==> src/rtl/ac_motor_pwm_gate.sv <==
// ac_motor_pwm_gate
//   Three-phase PWM gate stage. Compares three signed phase references against
//   the shared triangle carrier, applies the CW/CCW phase order, inserts dead
//   time per leg and drives the high/low-side gates of a 3-leg inverter bridge.
//
// Ports
//   CLK          system clock, rising edge
//   RESET        asynchronous active-high reset
//   ENABLE       1 = modulate, 0 = all gates off
//   TRIANGLE     signed carrier
//   CW_OUT       direction flag (clockwise)
//   CCW_OUT      direction flag (counter-clockwise)
//   REF_A/B/C    signed phase references
//   FAULT        external fault, active-high
//   FAULT_CLR    fault clear pulse (latched build only)
//   GATE_H       high-side gates, bit0=A bit1=B bit2=C
//   GATE_L       low-side gates, same order
//   FAULT_ACTIVE 1 while gates are forced off by a fault
//
// Build option
//   FAULT_LATCH_EN : when defined, FAULT sets a sticky flag cleared by
//                    FAULT_CLR (only while FAULT=0) or RESET. When undefined,
//                    FAULT_ACTIVE is a one-cycle registered copy of FAULT.
module ac_motor_pwm_gate #(
  parameter int CARRIER_BITS = 17,
  parameter int DEAD_CYCLES  = 50,
  parameter int CNT_BITS     = 8
) (
  input  logic                           CLK,
  input  logic                           RESET,
  input  logic                           ENABLE,
  input  logic signed [CARRIER_BITS-1:0] TRIANGLE,
  input  logic                           CW_OUT,
  input  logic                           CCW_OUT,
  input  logic signed [CARRIER_BITS-1:0] REF_A,
  input  logic signed [CARRIER_BITS-1:0] REF_B,
  input  logic signed [CARRIER_BITS-1:0] REF_C,
  input  logic                           FAULT,
  input  logic                           FAULT_CLR,
  output logic [2:0]                     GATE_H,
  output logic [2:0]                     GATE_L,
  output logic                           FAULT_ACTIVE
);

  localparam logic [2:0] ST_OFF  = 3'd0;
  localparam logic [2:0] ST_DT_L = 3'd1;
  localparam logic [2:0] ST_LOW  = 3'd2;
  localparam logic [2:0] ST_DT_H = 3'd3;
  localparam logic [2:0] ST_HIGH = 3'd4;

  localparam logic [CNT_BITS-1:0] DEAD_LOAD = CNT_BITS'(DEAD_CYCLES - 1);

  logic                         dir_valid;
  logic                         dir_ccw;
  logic                         run;
  logic [2:0][CARRIER_BITS-1:0] ref_map;
  logic [2:0]                   cmp_q;
  logic                         fault_active_reg;

  // Exactly one direction flag must be set; anything else stops modulation.
  assign dir_valid = CW_OUT ^ CCW_OUT;
  assign dir_ccw   = CCW_OUT & ~CW_OUT;
  assign run       = ENABLE & dir_valid & ~fault_active_reg;

  // CCW order swaps the B and C references.
  always_comb begin
    ref_map[0] = REF_A;
    ref_map[1] = dir_ccw ? REF_C : REF_B;
    ref_map[2] = dir_ccw ? REF_B : REF_C;
  end

`ifdef FAULT_LATCH_EN
  // Sticky flag; FAULT has priority so a clear during an active fault is ignored.
  always_ff @(posedge CLK or posedge RESET) begin
    if (RESET)          fault_active_reg <= 1'b0;
    else if (FAULT)     fault_active_reg <= 1'b1;
    else if (FAULT_CLR) fault_active_reg <= 1'b0;
  end
`else
  logic unused_fault_clr;
  assign unused_fault_clr = FAULT_CLR;

  always_ff @(posedge CLK or posedge RESET) begin
    if (RESET) fault_active_reg <= 1'b0;
    else       fault_active_reg <= FAULT;
  end
`endif

  assign FAULT_ACTIVE = fault_active_reg;

  genvar gi;
  generate
    for (gi = 0; gi < 3; gi++) begin : g_leg
      logic [2:0]          state_reg;
      logic [2:0]          state_next;
      logic [CNT_BITS-1:0] cnt_reg;
      logic [CNT_BITS-1:0] cnt_next;

      // Registered compare; equality counts as "carrier not below reference".
      always_ff @(posedge CLK or posedge RESET) begin
        if (RESET) cmp_q[gi] <= 1'b0;
        else       cmp_q[gi] <= ($signed(ref_map[gi]) > $signed(TRIANGLE));
      end

      always_comb begin
        state_next = state_reg;
        cnt_next   = cnt_reg;
        if (!run) begin
          state_next = ST_OFF;
        end else begin
          case (state_reg)
            ST_OFF: begin
              state_next = cmp_q[gi] ? ST_DT_H : ST_DT_L;
              cnt_next   = DEAD_LOAD;
            end
            ST_DT_L: begin
              if (cmp_q[gi]) begin
                state_next = ST_DT_H;
                cnt_next   = DEAD_LOAD;
              end else if (cnt_reg == '0) begin
                state_next = ST_LOW;
              end else begin
                cnt_next = cnt_reg - 1'b1;
              end
            end
            ST_LOW: begin
              if (cmp_q[gi]) begin
                state_next = ST_DT_H;
                cnt_next   = DEAD_LOAD;
              end
            end
            ST_DT_H: begin
              if (!cmp_q[gi]) begin
                state_next = ST_DT_L;
                cnt_next   = DEAD_LOAD;
              end else if (cnt_reg == '0) begin
                state_next = ST_HIGH;
              end else begin
                cnt_next = cnt_reg - 1'b1;
              end
            end
            ST_HIGH: begin
              if (!cmp_q[gi]) begin
                state_next = ST_DT_L;
                cnt_next   = DEAD_LOAD;
              end
            end
            default: state_next = ST_OFF;
          endcase
        end
      end

      always_ff @(posedge CLK or posedge RESET) begin
        if (RESET) begin
          state_reg <= ST_OFF;
          cnt_reg   <= '0;
        end else begin
          state_reg <= state_next;
          cnt_reg   <= cnt_next;
        end
      end

      // Gates decode straight from the state register: one state per gate,
      // so both can never be high together.
      assign GATE_H[gi] = (state_reg == ST_HIGH);
      assign GATE_L[gi] = (state_reg == ST_LOW);
    end
  endgenerate

endmodule

==> config.mk <==
export PLATFORM = sky130hd
export DESIGN_NAME = ac_motor_pwm_gate
export DESIGN_NICKNAME = d
export VERILOG_FILES = /design/src/rtl/ac_motor_pwm_gate.sv
export SDC_FILE = /design/constraint.sdc
export NUM_CORES = 1
export LEC_CHECK = 0
export CORE_MARGIN = 3
export CORE_UTILIZATION = 35
export CTS_CLUSTER_DIAMETER = 30
export DETAILED_ROUTE_END_ITERATION = 6
export PLACE_DENSITY = 0.7
export SYNTH_ARGS = -nofsm -noshare
export SYNTH_HDL_FRONTEND = slang
export SYNTH_SLANG_ARGS = --single-unit
export TNS_END_PERCENT = 30
==> constraint.sdc <==
create_clock -name CLK -period 2.7 [get_ports CLK]
set_clock_uncertainty 0.05 [all_clocks]
set_input_delay 0.27 -clock CLK [delete_from_list [all_inputs] [get_ports CLK]]
set_output_delay 0.27 -clock CLK [all_outputs]
set_load 0.05 [all_outputs]
### After elaboration in Yosys (flattened, before gate mapping)

Cells that the tools add are included.

* register bits: 37
* latch bits: 0
* memory bits (writable): 0
* bits in read-only memories: 0
* bits of input ports: 75
* output and inout port bits: 7
* word-level logic and storage cells: 114
* memories: 0

* add/sub/neg operators: 3
* multipliers: 0
* divide/modulo/power cells: 0
* order comparisons: 3
* equal/unequal tests: 30
* shift-type cells: 0
* mux-type cells: 47
* bitwise operators: 6
* reductions and logical operators: 15

Operator list (count)
* $mux 8: 15
* $pmux 8 s5: 3
* $mux 3: 21
* $gt 17x17->1: 3
* $pmux 3 s5: 3
* $mux 17: 2
* $logic_not 8->1: 3
* $ne 4x4->1 const B: 6
* $reduce_and 4->1: 6
* $sub 8x1->8 const B: 3
* $eq 3x2->1 const B: 6
* $reduce_bool 5->1: 3
* $eq 3x1->1 const B: 3
* $eq 3x3->1 const B: 3
* $logic_not 3->1: 3
* $ne 3x2->1 const B: 3
* $ne 3x3->1 const B: 3
* $mux 2: 3
* $ne 2x1->1 const B: 3
* $ne 2x2->1 const B: 3
* $and 1x1->1: 3
* $not 1->1: 2
* $xor 1x1->1: 1

### Depth between registers and ports, before layout

Gate-level depths: netlist of run 1.

* depth in word-level cells: 5
* depth in mapped cells: 11
* mapped depth without buffers: 9

### Worst setup path before layout of run 1

Ideal clock, no wire load.

* path type: input to register
* from: input port CW_OUT
* to: register cmp_q[2]
* setup time: 0.130 ns
* data arrival time: 2.458 ns
* data required time: 2.520 ns
* slack: 0.061 ns
* cell stages on the path: 10
* buffers on the path: 2
* cell sequence: inv_1 ha_1 clkbuf_1 buf_1 mux2_2 ha_1 a211oi_1 nor2_1 o41ai_1 a21oi_1

* longest elaborated chain between the ends: 4

RTL lines
* start: declaration: RTL line 33 `input logic CW_OUT,`
* $not 1->1: RTL line 62 `assign dir_ccw = CCW_OUT & ~CW_OUT;`
* $and 1x1->1: RTL line 62
* $mux 17: RTL line 69 `ref_map[2] = dir_ccw ? REF_B : REF_C;`
* $gt 17x17->1: RTL line 102 `else cmp_q[gi] <= ($signed(ref_map[gi]) > $signed(TRIANGLE));`
* end signal: indexed assignment: RTL line 102
* end: declaration: RTL line 57 `logic [2:0] cmp_q;`

No other way between the ends.
A chain may end at the register's enable or synchronous reset.

### Worst setup path after layout of run 1

* from: input port CCW_OUT
* to: register cmp_q[2]

* longest elaborated chain between the ends: 3

RTL lines
* start: declaration: RTL line 34 `input logic CCW_OUT,`
* $and 1x1->1: RTL line 62
* $mux 17: RTL line 69
* $gt 17x17->1: RTL line 102

No other way between the ends.

==> impl_metrics.py, run 1 <==
metrics = {
    "timing": {
        "min_period_ns": 2.45,
        "slew_headroom_pct": 62.3,
        "finalHoldViolCount": 0,
        "rsz0062_at_grt": "no",
        "worst_pin_slew_ns": 0.560,
        "fmax_mhz": 409,
        "setup_viol": 0,
        "fin_crit_sh_pct": 90.6,
        "maxSlewViolCount": 0,
    },
    "floorplanning": {
        "dieArea_um2": 11800,
        "fp.dieH_um": 108,
        "start_util_pct": 36.7,
        "num_rows": 36,
        "coreArea_um2": 10000,
        "die_w_um": 108,
        "io_pins": 82,
    },
    "worst_setup_path": {
        "crit_required_ns": 2.82,
        "path_cells": "clkdlybuf4s50_1 -> ha_1 -> buf_12 -> mux2_2 -> ha_1 -> a211oi_1 -> nor2_1 -> o41ai_1 -> a21oi_1",
        "crit_fanout": 15,
        "end_kind": "flip-flop",
        "slowest_delay_ns": 0.48,
        "arrival_ns": 2.56,
        "r2r_setup_slack_ns": 0.59,
        "startpoint_type": "primary input",
        "r2r-start": "g_leg[0].cnt_reg[0]",
        "path_class": "in2reg",
        "crit_slowest_cell": "clkdlybuf4s50_1",
        "worst_r2r_path_depth": 6,
        "worstReg2RegEnd": "g_leg[0].cnt_reg[0]",
        "critPathMostFrequentCell": "ha_1",
    },
    "global_route": {
        "grt_pass1_wl_um": 15000,
        "grt_usage_pct": 15.4,
        "antenna_found_initial": 0,
        "use_met3_pct": 3.34,
        "grt_max_degree": 38,
        "top_usage_layer": "met2",
        "grt_pass1_vias": 3549,
        "grt_util_met2_pct": 28.6,
        "grt_overflow_total": 0,
        "grt_use_met1_pct": 17.6,
    },
    "logic_synthesis": {
        "netlist_area_um2": 3670,
        "async_flop_share_pct": 100,
        "avgSynthCellArea_um2": 8.66,
        "ys_seq_elements": 37,
        "synth_fp_nets": 557,
        "ys_types": 53,
        "yosysWarnings": 0,
        "synth-edff-count": 0,
        "synthCells": 424,
        "synth.yosys.seq_area_share_pct": 25.2,
        "ys.flop_type": "dfrtp_1",
    },
    "final_layout": {
        "layout_commonest_cell": "clkdlybuf4s50_1",
        "largest_register_ffs": 24,
        "drive_above_1_share_pct": 12.3,
        "final_area_um2": 4790,
        "mostFrequentLayoutCells": "clkdlybuf4s50_1 (80), ha_1 (58), nor2_1 (41), dfrtp_1 (37), mux2_2 (35)",
        "area_growth_pct": 30.3,
        "n_antenna_cell": 0,
        "fin_util_pct": 47.9,
        "nNetsFinal": 644,
    },
    "placed_design": {
        "routabilityCongestion": 0.885,
        "dpl_cell_area_um2": 4710,
        "place_hpwl_um": 7450,
        "io_buffers": 80,
    },
    "min_path": {
        "hold_class": "in2async",
    },
    "flow_run": {
        "drv_cap": 0,
    },
    "detailed_routing": {
        "drt_wl_total_um": 8950,
        "vias_per_cell": 5.35,
        "wl_per_cell_um": 13.9,
        "detail_route.first_pass.iterations": 4,
        "drc": 0,
        "drtIter0Drc": 65,
        "ant_nets": 0,
        "dr_total_vias": 3449,
    },
    "power": {
        "power_uw": 1820,
        "leakage_uw": 0.00204,
        "powerDensity_nw_per_um2": 381,
        "peakVddDrop_v": 0.000176,
    },
    "clock_tree": {
        "htreeDepth": 2,
        "post_cts_buffers": 0,
        "clock_latency_ns": 0.28,
        "holdBufCountCts": 0,
        "cts_num_sinks": 37,
        "cts_buffer_depth": 2,
        "cts_root_buf": "clkbuf_8",
        "cts_made_buffers": 5,
        "clk_pin_slew_ns": 0.07,
        "cts_tree": "built",
        "cts_resized": 0,
    },
    "status": {
        "status": "finished, final reports clean",
    },
}
## synth_stat cells, drive strengths merged, types with 4 or more instances
cell type	number	area (um2)
nand3	16	80.1
o41ai	5	43.8
a21oi	28	140
nor2	42	160
nor3b	5	42.5
xnor2	6	52.6
nand2b	7	43.8
a21o	6	45.0
ha	58	726
inv	30	113
a211oi	7	52.6
nand3b	5	37.5
dfrtp	37	926
a31oi	4	25.0
nor3	18	101
mux2	35	394
nand4	6	37.5
clkbuf	9	35.0
o21ai	29	145
nand2	27	101
## area by class of cell
type	instances	area [um2]
fill	968	5210
multi-input combinational	345	2590
sequential	37	926
timing repair buffer	92	916
tap	133	166
inverter	30	113
clock buffer	8	80.1
## critical path, delay by kind of cell
kind            cells  cell delay, ns
simple gates        1            0.08
mux                 1            0.34
compound gates      3            0.73
fa+ha+maj           2            0.49
buf+inv             2            0.64
## worst max path at each step
| stage | cells after the start | startpoint | endpoint |
|---|---|---|---|
| 6_report | 9 | CCW_OUT | cmp_q[2] |
| 5_1_grt | 10 | CW_OUT | cmp_q[1] |
| 4_1_cts | 9 | CCW_OUT | cmp_q[2] |
| 3_5_place_dp | 9 | CCW_OUT | cmp_q[2] |
| 3_3_place_gp | 11 | CCW_OUT | cmp_q[2] |
| 2_1_floorplan | 10 | CW_OUT | cmp_q[2] |
## through the flow
step / TNS [ns] / instances / hold WS (ns) / worst slack, ns
2_1_floorplan: 0 / 424 / 0.251 / 0.0611
3_3_place_gp: -0.0359 / 637 / 0.412 / -0.0249
3_5_place_dp: -0.0844 / 637 / 0.419 / -0.0608
4_1_cts: 0 / 645 / 0.372 / 0.235
5_1_grt: 0 / 645 / 0.407 / 0.121
6_report: 0 / 645 / 0.343 / 0.253
## cells by family (layout without fill, tap and decap cells)
logic type / Yosys count / after routing / synth area share (%)
adders and majority gates: 58 / 58 / 19.8
and+or+nand+nor: 146 / 146 / 20.8
AOI/OAI and AO/OA: 96 / 96 / 16.7
muxes: 38 / 38 / 11.5
DFF: 37 / 37 / 25.2
xor gates and xnor gates: 7 / 7 / 1.67
buffers and inverters: 42 / 130 / 4.36
## layer usage
metal | part of all wire [%] | vias up
li1 | - | 1735
met1 | 43 | 1606
met2 | 50 | 99
met3 | 5.5 | 9
met4 | 1.4 | 0
met5 | 0 | -
## power breakdown
| group | leakage [uW] | internal (uW) | switching (uW) | total (uW) |
|---|---|---|---|---|
| clock network | 0.0000395 | 183 | 184 | 367 |
| registers | 0.000460 | 635 | 101 | 736 |
| logic | 0.00154 | 372 | 350 | 722 |
| total | 0.00204 | 1190 | 634 | 1820 |
Power figures use the tool's default switching activity.
==> inputs of run 2 (changes only) <==
Settings changed: HOLD_SLACK_MARGIN set to 0.08.
==> results of run 2 <==
Same layout as run 1: the final DEF is identical, and so are final timing and power.
==> inputs of run 3 (changes only) <==
Settings changed: CORE_UTILIZATION 35 to 52, PLACE_DENSITY 0.7 to 0.93.
==> run 3 against run 2 <==
Against the previous run: die area shrank 31%; sequential cell count is the same; critical path depth grew 1; sequential power is essentially flat; final cell count shrank 4.7%; clock-buffer cell count shrank 2; global-route usage grew 7.6 points; core utilization grew 23 points; total power grew 8.7%; via count grew 2.1%; largest cell class unchanged.
==> impl_metrics.py, run 3 (synthesized netlist as in run 1, its figures left out) <==
metrics = {
    "status": {
        "status": "finished, final reports clean",
    },
    "placed_design": {
        "dp.cells": 607,
        "routabilityCongestion": 0.869,
        "dpl_cell_area_um2": 4700,
        "io_buffers": 80,
        "place_hpwl_um": 7670,
    },
    "clock_tree": {
        "cts_made_buffers": 5,
        "post_cts_buffers": 0,
        "cts_num_sinks": 37,
        "cts_resized": 0,
        "cts_root_buf": "clkbuf_8",
        "clock_latency_ns": 0.30,
        "holdBufCountCts": 0,
        "htreeDepth": 2,
        "cts_tree": "built",
        "cts_buffer_depth": 2,
        "clk_pin_slew_ns": 0.07,
    },
    "timing": {
        "fin_crit_sh_pct": 95.4,
        "slew_headroom_pct": 46.0,
        "fmax_mhz": 388,
        "min_period_ns": 2.58,
        "tns_ns": 0,
        "maxSlewViolCount": 0,
        "rsz0062_at_grt": "no",
        "worst_pin_slew_ns": 0.800,
        "finalHoldViolCount": 0,
        "setup_viol": 0,
    },
    "worst_setup_path": {
        "slowest_delay_ns": 0.52,
        "path_class": "in2reg",
        "startpoint_type": "primary input",
        "worst_r2r_path_depth": 6,
        "arrival_ns": 2.69,
        "crit_slowest_cell": "clkdlybuf4s50_1",
        "end_kind": "flip-flop",
        "path_cells": "clkdlybuf4s50_1 -> ha_1 -> buf_4 -> buf_4 -> mux2_2 -> ha_1 -> o21ai_0 -> nor2_1 -> o41ai_1 -> a21oi_1",
        "r2r_setup_slack_ns": 0.62,
        "crit_fanout": 6,
        "crit_required_ns": 2.82,
    },
    "detailed_routing": {
        "dr_total_vias": 3523,
        "drtIter0Drc": 194,
        "wl_per_cell_um": 15.1,
        "drc": 0,
        "ant_nets": 0,
        "vias_per_cell": 5.73,
        "detail_route.first_pass.iterations": 4,
        "drt_wl_total_um": 9300,
    },
    "final_layout": {
        "final_area_um2": 4820,
        "area_growth_pct": 31.3,
        "final-seq-area_um2": 926,
        "mostFrequentLayoutCells": "clkdlybuf4s50_1 (80), ha_1 (58), nor2_1 (41), dfrtp_1 (37), mux2_2 (35)",
        "layout_commonest_cell": "clkdlybuf4s50_1",
        "multi_input_area_um2": 2590,
        "nNetsFinal": 651,
        "stdcell_count": 615,
        "drive_above_1_share_pct": 14.1,
        "n_antenna_cell": 0,
        "fill_cells": 518,
        "fin_util_pct": 70.6,
        "largest_register_ffs": 24,
    },
    "floorplanning": {
        "start_util_pct": 53.8,
        "coreArea_um2": 6830,
        "io_pins": 82,
        "die_w_um": 90.1,
        "num_rows": 30,
        "dieArea_um2": 8110,
        "fp.dieH_um": 90.1,
    },
    "global_route": {
        "use_met3_pct": 3.68,
        "grt_overflow_total": 0,
        "grt_pass1_vias": 3748,
        "grt_pass1_wl_um": 15800,
        "grt_util_met2_pct": 45.6,
        "grt_use_met1_pct": 24.8,
        "top_usage_layer": "met2",
        "grt_usage_pct": 23.0,
        "grt_max_degree": 38,
        "antenna_found_initial": 0,
    },
    "power": {
        "powerDensity_nw_per_um2": 411,
        "leakage_uw": 0.00209,
        "power_uw": 1980,
        "peakVddDrop_v": 0.000315,
    },
    "min_path": {
        "hold_class": "in2async",
    },
    "flow_run": {
        "drv_cap": 0,
    },
}
-- run 3: power by group --
part | internal, uW | leakage [uW] | switching, uW
sequential | 634 | 0.000460 | 104
clock | 300 | 0.0000574 | 209
combinational | 377 | 0.00157 | 359
total | 1310 | 0.00209 | 672
-- run 3: final timing paths --
path	startpoint	end
setup / recovery	CCW_OUT	cmp_q[2]
hold / removal	RESET	g_leg[2].cnt_reg[1]
setup reg to reg	g_leg[0].cnt_reg[0]	g_leg[0].cnt_reg[0]
hold reg to reg	g_leg[1].cnt_reg[7]	g_leg[1].cnt_reg[7]
max in group asynchronous	RESET	g_leg[0].cnt_reg[0]
min in group CLK	FAULT	FAULT_ACTIVE
-- run 3: cell type report --
class                   instances  area share (%)
multi-input cells             345            53.7
repair buffers                 99            19.8
flip-flops and latches         37            19.2
well taps                      96            2.49
inverters                      30            2.34
clock buffers                   6            1.71
clock inverters                 2           0.778
-- run 3: critical path, delay by kind of cell --
family	cells	cell delay, ns
AOI/OAI and AO/OA	3	0.71
buffers and inverters	3	0.82
and+or+nand+nor	1	0.08
muxes	1	0.33
adders and majority gates	2	0.49
-- run 3: layer usage --
layer / routed length, um / vias to the layer above / part of all wire [%]
met1: 3730 / 1689 / 40
met5: 0 / - / 0
met3: 382 / 12 / 4.1
met4: 108 / 0 / 1.2
li1: - / 1742 / -
met2: 5080 / 80 / 55
-- run 3: metrics by stage --
step / worst slack, ns / hold slack [ns]
finish: 0.124 / 0.328
global route: 0.0367 / 0.355
CTS: 0.102 / 0.344
detailed placement: -0.195 / 0.421
global placement: -0.0951 / 0.411
floorplan: 0.0611 / 0.251
